## config.mk

```make
export PLATFORM = sky130hd
export DESIGN_NAME = bus_halfduplex_ctrl_flat
export DESIGN_NICKNAME = d
export VERILOG_FILES = /design/src/rtl/busctl_pkg.sv /design/src/rtl/bus_halfduplex_ctrl_if.sv /design/src/rtl/busctl_rx_hold.sv /design/src/rtl/bus_halfduplex_ctrl.sv /design/src/flat_wrapper.sv
export SDC_FILE = /design/constraint.sdc
export NUM_CORES = 1
export LEC_CHECK = 0
export BUFFER_PORTS_ARGS = -buffer_cell sky130_fd_sc_hd__buf_2
export CORE_MARGIN = 3
export CORE_UTILIZATION = 52
export DETAILED_ROUTE_END_ITERATION = 10
export MAX_ROUTING_LAYER = met4
export PLACE_DENSITY = 0.81
export SYNTH_ARGS = -nofsm -noshare
export SYNTH_HDL_FRONTEND = slang
export SYNTH_SLANG_ARGS = --single-unit
```

## constraint.sdc

```tcl
create_clock -name clock -period 4 [get_ports clock]
set_clock_uncertainty 0.05 [all_clocks]
set_input_delay 0.4 -clock clock [delete_from_list [all_inputs] [get_ports clock]]
set_output_delay 0.4 -clock clock [all_outputs]
set_load 0.005 [all_outputs]
```

## src/rtl/busctl_pkg.sv

```systemverilog
// Shared types and sizing constants for the half-duplex bus controller.
package busctl_pkg;

    localparam int BUSCTL_WIDTH_DFLT = 16;
    localparam int TURN_CNT_W        = 4;
    localparam int BURST_CNT_W       = 8;

    typedef enum logic [1:0] {
        RX      = 2'd0,
        TURN_TX = 2'd1,
        TX      = 2'd2,
        TURN_RX = 2'd3
    } state_t;

    function automatic logic [15:0] sat_inc16(input logic [15:0] v);
        return (v == 16'hFFFF) ? v : v + 16'd1;
    endfunction

endpackage

```

## src/rtl/bus_halfduplex_ctrl_if.sv

```systemverilog
// Signal bundle between the bus controller (master) and its TX/RX/pad environment (slave).
interface bus_halfduplex_ctrl_if
    import busctl_pkg::*;
#(
    parameter int WIDTH = BUSCTL_WIDTH_DFLT
);
    // Handshakes: a transfer happens on a cycle where valid && ready are both high;
    // valid never waits on ready, and data is stable whenever valid is high.
    logic [WIDTH-1:0] tx_data;
    logic             tx_valid;
    logic             tx_ready;
    logic [WIDTH-1:0] rx_data;
    logic             rx_valid;
    logic             rx_ready;
    logic [WIDTH-1:0] bus_in;
    logic [WIDTH-1:0] bus_out;
    logic             bus_oe;
    logic             bus_tx_strobe;
    logic             ext_req;
    logic             ext_grant;
    logic             ext_strobe;
    logic             rx_overrun;
    logic             bus_err;
`ifdef BUSCTL_OVERRUN_CNT_EN
    logic [15:0]      ovr_count;
`endif

    modport master (
        input  tx_data, tx_valid, rx_ready, bus_in, ext_req, ext_strobe,
        output tx_ready, rx_data, rx_valid, bus_out, bus_oe, bus_tx_strobe,
`ifdef BUSCTL_OVERRUN_CNT_EN
        output ovr_count,
`endif
        output ext_grant, rx_overrun, bus_err
    );

    modport slave (
        output tx_data, tx_valid, rx_ready, bus_in, ext_req, ext_strobe,
        input  tx_ready, rx_data, rx_valid, bus_out, bus_oe, bus_tx_strobe,
`ifdef BUSCTL_OVERRUN_CNT_EN
        input  ovr_count,
`endif
        input  ext_grant, rx_overrun, bus_err
    );

endinterface

```

## src/rtl/busctl_rx_hold.sv

```systemverilog
// Single-entry RX holding register; a load that finds the slot full and not draining is dropped.
module busctl_rx_hold
    import busctl_pkg::*;
#(
    parameter int WIDTH = BUSCTL_WIDTH_DFLT
) (
    input  logic             clock,
    input  logic             reset_n,
    input  logic             load,
    input  logic [WIDTH-1:0] din,
    input  logic             rx_ready,
    output logic [WIDTH-1:0] rx_data,
    output logic             rx_valid,
    output logic             rx_overrun
);

    logic accept;

    // A consume in the same cycle frees the slot for the incoming word.
    assign accept = load && (!rx_valid || rx_ready);

    always_ff @(posedge clock or negedge reset_n) begin
        if (!reset_n) begin
            rx_data    <= '0;
            rx_valid   <= 1'b0;
            rx_overrun <= 1'b0;
        end else begin
            rx_overrun <= load && !accept;
            if (accept) begin
                rx_data  <= din;
                rx_valid <= 1'b1;
            end else if (rx_valid && rx_ready) begin
                rx_valid <= 1'b0;
            end
        end
    end

endmodule

```

## src/rtl/bus_halfduplex_ctrl.sv

```systemverilog
// Half-duplex shared-bus direction controller with turnaround gaps and bounded TX bursts.
// Optional saturating overrun counter (ovr_count) when BUSCTL_OVERRUN_CNT_EN is defined.
module bus_halfduplex_ctrl
    import busctl_pkg::*;
#(
    parameter int WIDTH        = BUSCTL_WIDTH_DFLT,
    parameter int TURN_CYCLES  = 2,
    parameter int TX_MAX_BURST = 8
) (
    input  logic                  clock,
    input  logic                  reset_n,
    bus_halfduplex_ctrl_if.master bif,
    output state_t                dbg_state
);

    localparam logic [TURN_CNT_W-1:0]  TURN_LAST = TURN_CNT_W'(TURN_CYCLES - 1);
    localparam logic [BURST_CNT_W-1:0] BURST_MAX = BURST_CNT_W'(TX_MAX_BURST);

    state_t                 state, state_nxt;
    logic [TURN_CNT_W-1:0]  turn_cnt, turn_cnt_nxt;
    logic [BURST_CNT_W-1:0] burst_cnt, burst_cnt_nxt;
    logic [WIDTH-1:0]       bus_out_q;
    logic                   strobe_q;
    logic                   bus_err_q;
    logic                   tx_ready_c;
    logic                   tx_fire;
    logic                   bus_oe_c;
    logic                   ext_grant_c;
    logic                   capture;
    logic [WIDTH-1:0]       rx_data_w;
    logic                   rx_valid_w;
    logic                   rx_overrun_w;

    always_ff @(posedge clock or negedge reset_n) begin
        if (!reset_n) begin
            state     <= RX;
            turn_cnt  <= '0;
            burst_cnt <= '0;
            bus_out_q <= '0;
            strobe_q  <= 1'b0;
            bus_err_q <= 1'b0;
        end else begin
            state     <= state_nxt;
            turn_cnt  <= turn_cnt_nxt;
            burst_cnt <= burst_cnt_nxt;
            strobe_q  <= tx_fire;
            bus_err_q <= bif.ext_strobe && !ext_grant_c;
            if (tx_fire) begin
                bus_out_q <= bif.tx_data;
            end
        end
    end

    always_comb begin
        state_nxt     = state;
        turn_cnt_nxt  = turn_cnt;
        burst_cnt_nxt = burst_cnt;
        tx_ready_c    = 1'b0;
        tx_fire       = 1'b0;
        bus_oe_c      = 1'b0;
        ext_grant_c   = 1'b0;
        case (state)
            RX: begin
                ext_grant_c = 1'b1;
                if (bif.tx_valid && !bif.ext_req) begin
                    state_nxt    = TURN_TX;
                    turn_cnt_nxt = '0;
                end
            end
            TURN_TX: begin
                if (turn_cnt == TURN_LAST) begin
                    state_nxt     = TX;
                    turn_cnt_nxt  = '0;
                    burst_cnt_nxt = '0;
                end else begin
                    turn_cnt_nxt = turn_cnt + 1'b1;
                end
            end
            TX: begin
                bus_oe_c   = 1'b1;
                // An external request only cuts a burst once at least one word has gone out.
                tx_ready_c = (burst_cnt < BURST_MAX) && !(bif.ext_req && (burst_cnt != '0));
                tx_fire    = tx_ready_c && bif.tx_valid;
                if (tx_fire) begin
                    burst_cnt_nxt = burst_cnt + 1'b1;
                end else begin
                    // Leaving only on an idle cycle keeps the last word driven a full cycle.
                    state_nxt    = TURN_RX;
                    turn_cnt_nxt = '0;
                end
            end
            TURN_RX: begin
                if (turn_cnt == TURN_LAST) begin
                    state_nxt    = RX;
                    turn_cnt_nxt = '0;
                end else begin
                    turn_cnt_nxt = turn_cnt + 1'b1;
                end
            end
            default: state_nxt = RX;
        endcase
    end

    assign capture = ext_grant_c && bif.ext_strobe;

    busctl_rx_hold #(.WIDTH(WIDTH)) u_rx_hold (
        .clock      (clock),
        .reset_n    (reset_n),
        .load       (capture),
        .din        (bif.bus_in),
        .rx_ready   (bif.rx_ready),
        .rx_data    (rx_data_w),
        .rx_valid   (rx_valid_w),
        .rx_overrun (rx_overrun_w)
    );

`ifdef BUSCTL_OVERRUN_CNT_EN
    logic [15:0] ovr_cnt_q;

    always_ff @(posedge clock or negedge reset_n) begin
        if (!reset_n) begin
            ovr_cnt_q <= '0;
        end else if (rx_overrun_w) begin
            ovr_cnt_q <= sat_inc16(ovr_cnt_q);
        end
    end

    assign bif.ovr_count = ovr_cnt_q;
`endif

    assign bif.tx_ready      = tx_ready_c;
    assign bif.bus_oe        = bus_oe_c;
    assign bif.ext_grant     = ext_grant_c;
    assign bif.bus_out       = bus_out_q;
    assign bif.bus_tx_strobe = strobe_q;
    assign bif.bus_err       = bus_err_q;
    assign bif.rx_data       = rx_data_w;
    assign bif.rx_valid      = rx_valid_w;
    assign bif.rx_overrun    = rx_overrun_w;
    assign dbg_state         = state;

endmodule

```

## src/flat_wrapper.sv

```systemverilog
// flat-port wrapper written by rule: the top's interface ports become plain ports
module bus_halfduplex_ctrl_flat import busctl_pkg::*;
#(
    parameter int WIDTH        = BUSCTL_WIDTH_DFLT,
    parameter int TURN_CYCLES  = 2,
    parameter int TX_MAX_BURST = 8
)
  (clock, reset_n, dbg_state, bif_tx_data, bif_tx_valid, bif_rx_ready, bif_bus_in, bif_ext_req, bif_ext_strobe, bif_tx_ready, bif_rx_data, bif_rx_valid, bif_bus_out, bif_bus_oe, bif_bus_tx_strobe, bif_ext_grant, bif_rx_overrun, bif_bus_err);
  bus_halfduplex_ctrl_if #(.WIDTH(WIDTH)) bif_i ();
  input  logic clock;
  input  logic reset_n;
  output state_t dbg_state;
  input wire logic [$bits(bif_i.tx_data)-1:0] bif_tx_data;
  input wire logic [$bits(bif_i.tx_valid)-1:0] bif_tx_valid;
  input wire logic [$bits(bif_i.rx_ready)-1:0] bif_rx_ready;
  input wire logic [$bits(bif_i.bus_in)-1:0] bif_bus_in;
  input wire logic [$bits(bif_i.ext_req)-1:0] bif_ext_req;
  input wire logic [$bits(bif_i.ext_strobe)-1:0] bif_ext_strobe;
  output wire logic [$bits(bif_i.tx_ready)-1:0] bif_tx_ready;
  output wire logic [$bits(bif_i.rx_data)-1:0] bif_rx_data;
  output wire logic [$bits(bif_i.rx_valid)-1:0] bif_rx_valid;
  output wire logic [$bits(bif_i.bus_out)-1:0] bif_bus_out;
  output wire logic [$bits(bif_i.bus_oe)-1:0] bif_bus_oe;
  output wire logic [$bits(bif_i.bus_tx_strobe)-1:0] bif_bus_tx_strobe;
  output wire logic [$bits(bif_i.ext_grant)-1:0] bif_ext_grant;
  output wire logic [$bits(bif_i.rx_overrun)-1:0] bif_rx_overrun;
  output wire logic [$bits(bif_i.bus_err)-1:0] bif_bus_err;
  assign bif_i.tx_data = bif_tx_data;
  assign bif_i.tx_valid = bif_tx_valid;
  assign bif_i.rx_ready = bif_rx_ready;
  assign bif_i.bus_in = bif_bus_in;
  assign bif_i.ext_req = bif_ext_req;
  assign bif_i.ext_strobe = bif_ext_strobe;
  assign bif_tx_ready = bif_i.tx_ready;
  assign bif_rx_data = bif_i.rx_data;
  assign bif_rx_valid = bif_i.rx_valid;
  assign bif_bus_out = bif_i.bus_out;
  assign bif_bus_oe = bif_i.bus_oe;
  assign bif_bus_tx_strobe = bif_i.bus_tx_strobe;
  assign bif_ext_grant = bif_i.ext_grant;
  assign bif_rx_overrun = bif_i.rx_overrun;
  assign bif_bus_err = bif_i.bus_err;
  bus_halfduplex_ctrl #(.WIDTH(WIDTH), .TURN_CYCLES(TURN_CYCLES), .TX_MAX_BURST(TX_MAX_BURST)) u_core (.clock(clock), .reset_n(reset_n), .bif(bif_i), .dbg_state(dbg_state));
endmodule
```

==> impl_results.md <==
- Final WL: 4110 µm
- Worst Path Max Fanout: 22
- Dpl cell area: 0.00257 mm²
- Die H: 70.3 µm
- WL met2: 1960 µm
- Clk_lat worst skew: 0.30 ns
- Synthesized area per cell: 11.1 µm²
- Final Hold Fails: 0
- Yosys cell types: 36
- Comb pwr share: 41.5%
- # DRC: 0
- Clock power frac: 15.1%
- Post-synthesis register bit count: 50
- RSZ-0062 raised after global routing: no
- Via count: 1617
- Tightest Hold Check Type: in -> async
- CTS tree: built
- Top cells by area, synth: dfrtp_1 (58%), nand2_1 (9.6%), mux2_2 (8.4%)
- Final period util: 64.9%
- Met1 WL: 1770 µm
- Port bufs: 78
- Status: finished, final reports clean
- Min Hold Slack: 0.222 ns
- Max Clk Rate: 385 MHz
- Register area share after synthesis: 58.2%
- Worst setup EP type: flop
- Top routing layer in use: met4
- Most frequent cells in the layout: buf_2 (78), nand2_1 (55), dfrtp_1 (50), mux2_2 (16), inv_1 (10)
- Num CTS Buffers: 5
- Power Dens Cells: 695 mW/mm²
- Final nets: 319
- Post-CTS Setup Bufs: 0
- Fin. max-slew vios: 0
- Max cap viols: 0
- Fill cells: 303
- Worst VDD drop: 0.000400 V
- Vias per Instance: 5.04
- Drt pass-1 iters: 5
- Ys Warns: 0
- CTS root buf: clkbuf_8
- Final setup vio count: 0
- CTS max path bufs: 2
- Pleak: 1.41 nW
- Largest net degree at the start of global routing: 51
- Synth Instances: 194
- Design Area, Final: 0.00265 mm²
- Clock Sinks: 50
- CP Class: reg -> reg
- Htree depth: 2
- Met3 Wirelength: 333 µm
- Crit start category: flop
- Grt ovf: 0
- Synth top area share: 58.2%
- Sw Share: 35.6%
- Clk pin slew, worst setup/hold paths: 0.09 ns
- Sequential share of power: 43.4%
- Worst slew pin tran: 1.07 ns
- Filler-free cell count of the finished design: 321
- GRT Total Usage: 17.8%
- Die ar.: 0.00494 mm²
- Netlist Area Pre-Place: 0.00215 mm²
- Gpl congestion: 0.823
- Critical path arrival: 2.73 ns
- First-pass GRT wire length: 6870 µm
- Final Core Density: 69.3%
- HPWL after DPL: 3110 µm
- Initial antenna violation count: 0
- Int Pwr: 1.19 mW
- Sw Pwr: 657 µW
- Dpl cells: 314
- Drt wl/cell: 12.8 µm
- Vias in the first global route: 1571
- Period minus WS final: 2.60 ns
- # hold bufs at CTS: 0
- CP required: 4.14 ns
- Initial Utilization: 56.2%
- Cell row count: 22
- Commonest non-fill, non-tap cell in the layout: buf_2
- Share of layout cells above drive strength 1: 39.2%
- I/O pins: 79
- N_diodes: 0
- CORE AREA: 0.00383 mm²
- Post-Syn Nets: 240
- Leading area contributor after synthesis: dfrtp_1
- Slew HR: 28.6%
- Die Width: 70.3 µm
- Starting DRT DRC Count: 81
- Resize count post-CTS: 0
- Antenna Nets Post-Route: 0
- Area grow syn2layout: 23.2%
- Fin Setup TNS: 0 ns
-- power groups by stage --
stage | clock, mW | combinational [mW] | sequential [mW]
after CTS | 0.287 | 0.781 | 0.802
after detailed placement | 0 | 0.777 | 0.813
after global routing | 0.302 | 0.873 | 0.827
after global placement | 0 | 0.761 | 0.802
final | 0.278 | 0.765 | 0.800
after floorplan | 0 | 0.457 | 0.827
-- through the flow --
step | power, mW | setup WS [ns]
detailed placement | 1.59 | 1.40
CTS | 1.87 | 1.36
floorplan | 1.28 | 2.04
finish | 1.84 | 1.40
global placement | 1.56 | 1.45
global route | 2.00 | 1.16
-- layer usage --
metal	global-route usage [%]	up-vias
met2	27.2	61
li1	-	803
met3	5.18	5
met1	22.8	748
met5	-	-
met4	6.17	0
-- area by class of cell --
type	count	area (µm²)	area share, %
sequential	50	1250	47.2
multi-input combinational	126	811	30.6
inverter	11	46.3	1.75
timing repair buffer	79	398	15.0
tap	48	60.1	2.27
clock inverter	2	15.0	0.567
clock buffer	5	68.8	2.60
-- state kept, by name, summed over array words and instances (netlist names) --
name / cells
u_core.u_rx_hold.rx_overrun: 1
u_core.turn_cnt: 4
u_core.u_rx_hold.rx_valid: 1
u_core.burst_cnt: 8
u_core.u_rx_hold.rx_data: 16
u_core.bif.bus_tx_strobe: 1
u_core.dbg_state: 2
u_core.bif.bus_err: 1
u_core.bif.bus_out: 16
-- path summary, 6_finish.rpt --
path / cells past startpoint / to / start / slack, ns
max reg2reg: 7 / u_core.dbg_state[1]$_DFFE_PN0P_ / u_core.dbg_state[0]$_DFFE_PN0P_ / 1.40
min: 1 / u_core.bif.bus_out[8]$_DFFE_PN0P_ / reset_n / 0.22
min in group clock: 3 / u_core.bif.bus_out[8]$_DFFE_PN0P_ / bif_tx_data[8] / 0.24
max: 7 / u_core.dbg_state[1]$_DFFE_PN0P_ / u_core.dbg_state[0]$_DFFE_PN0P_ / 1.40
max in group asynchronous: 1 / u_core.u_rx_hold.rx_data[5]$_DFFE_PN0P_ / reset_n / 3.00
min reg2reg: 2 / u_core.bif.bus_out[8]$_DFFE_PN0P_ / u_core.bif.bus_out[8]$_DFFE_PN0P_ / 0.41
-- synthesized netlist by cell type (all sizes together) --
| cell type | number |
|---|---|
| or2 | 1 |
| o22a | 1 |
| nand2b | 4 |
| o21a | 3 |
| nand3 | 5 |
| o32ai | 1 |
| or4 | 1 |
| buf | 4 |
| mux2i | 1 |
| nor3b | 1 |
| nor2b | 4 |
| a211oi | 1 |
| o22ai | 1 |
| a2111o | 2 |
| nand2 | 55 |
| ha | 8 |
| o211ai | 2 |
| dfrtp | 50 |
| inv | 10 |
| clkbuf | 3 |
| nor3 | 2 |
| mux2 | 17 |
| o41ai | 1 |
| o2bb2ai | 1 |
| o311ai | 1 |
| clkinv | 1 |
| a2111oi | 1 |
| a21oi | 1 |
| nor2 | 4 |
| or3 | 2 |
| o21ai | 5 |
-- worst max-delay path, cell delays in order (launching register included) --
cell and delay, ns:
dfrtp_1 0.41, inv_1 0.09, ha_1 0.33, nand2_1 0.10, a2111o_1 0.53, clkinv_4 0.31, nor3_2 0.33, mux2_4 0.32
-- cells by family after synthesis --
kind of cell             after synthesis  synth area share, %
AND/OR/NAND/NOR                       79                 16.2
adder cells (fa/ha/maj)                8                 4.65
flip-flops                            50                 58.2
buffers and inverters                 18                 4.13
AO/OA/AOI/OAI                         21                 7.27
multiplexers                          18                 9.54
No activity file was read; power rests on OpenSTA's default activity.
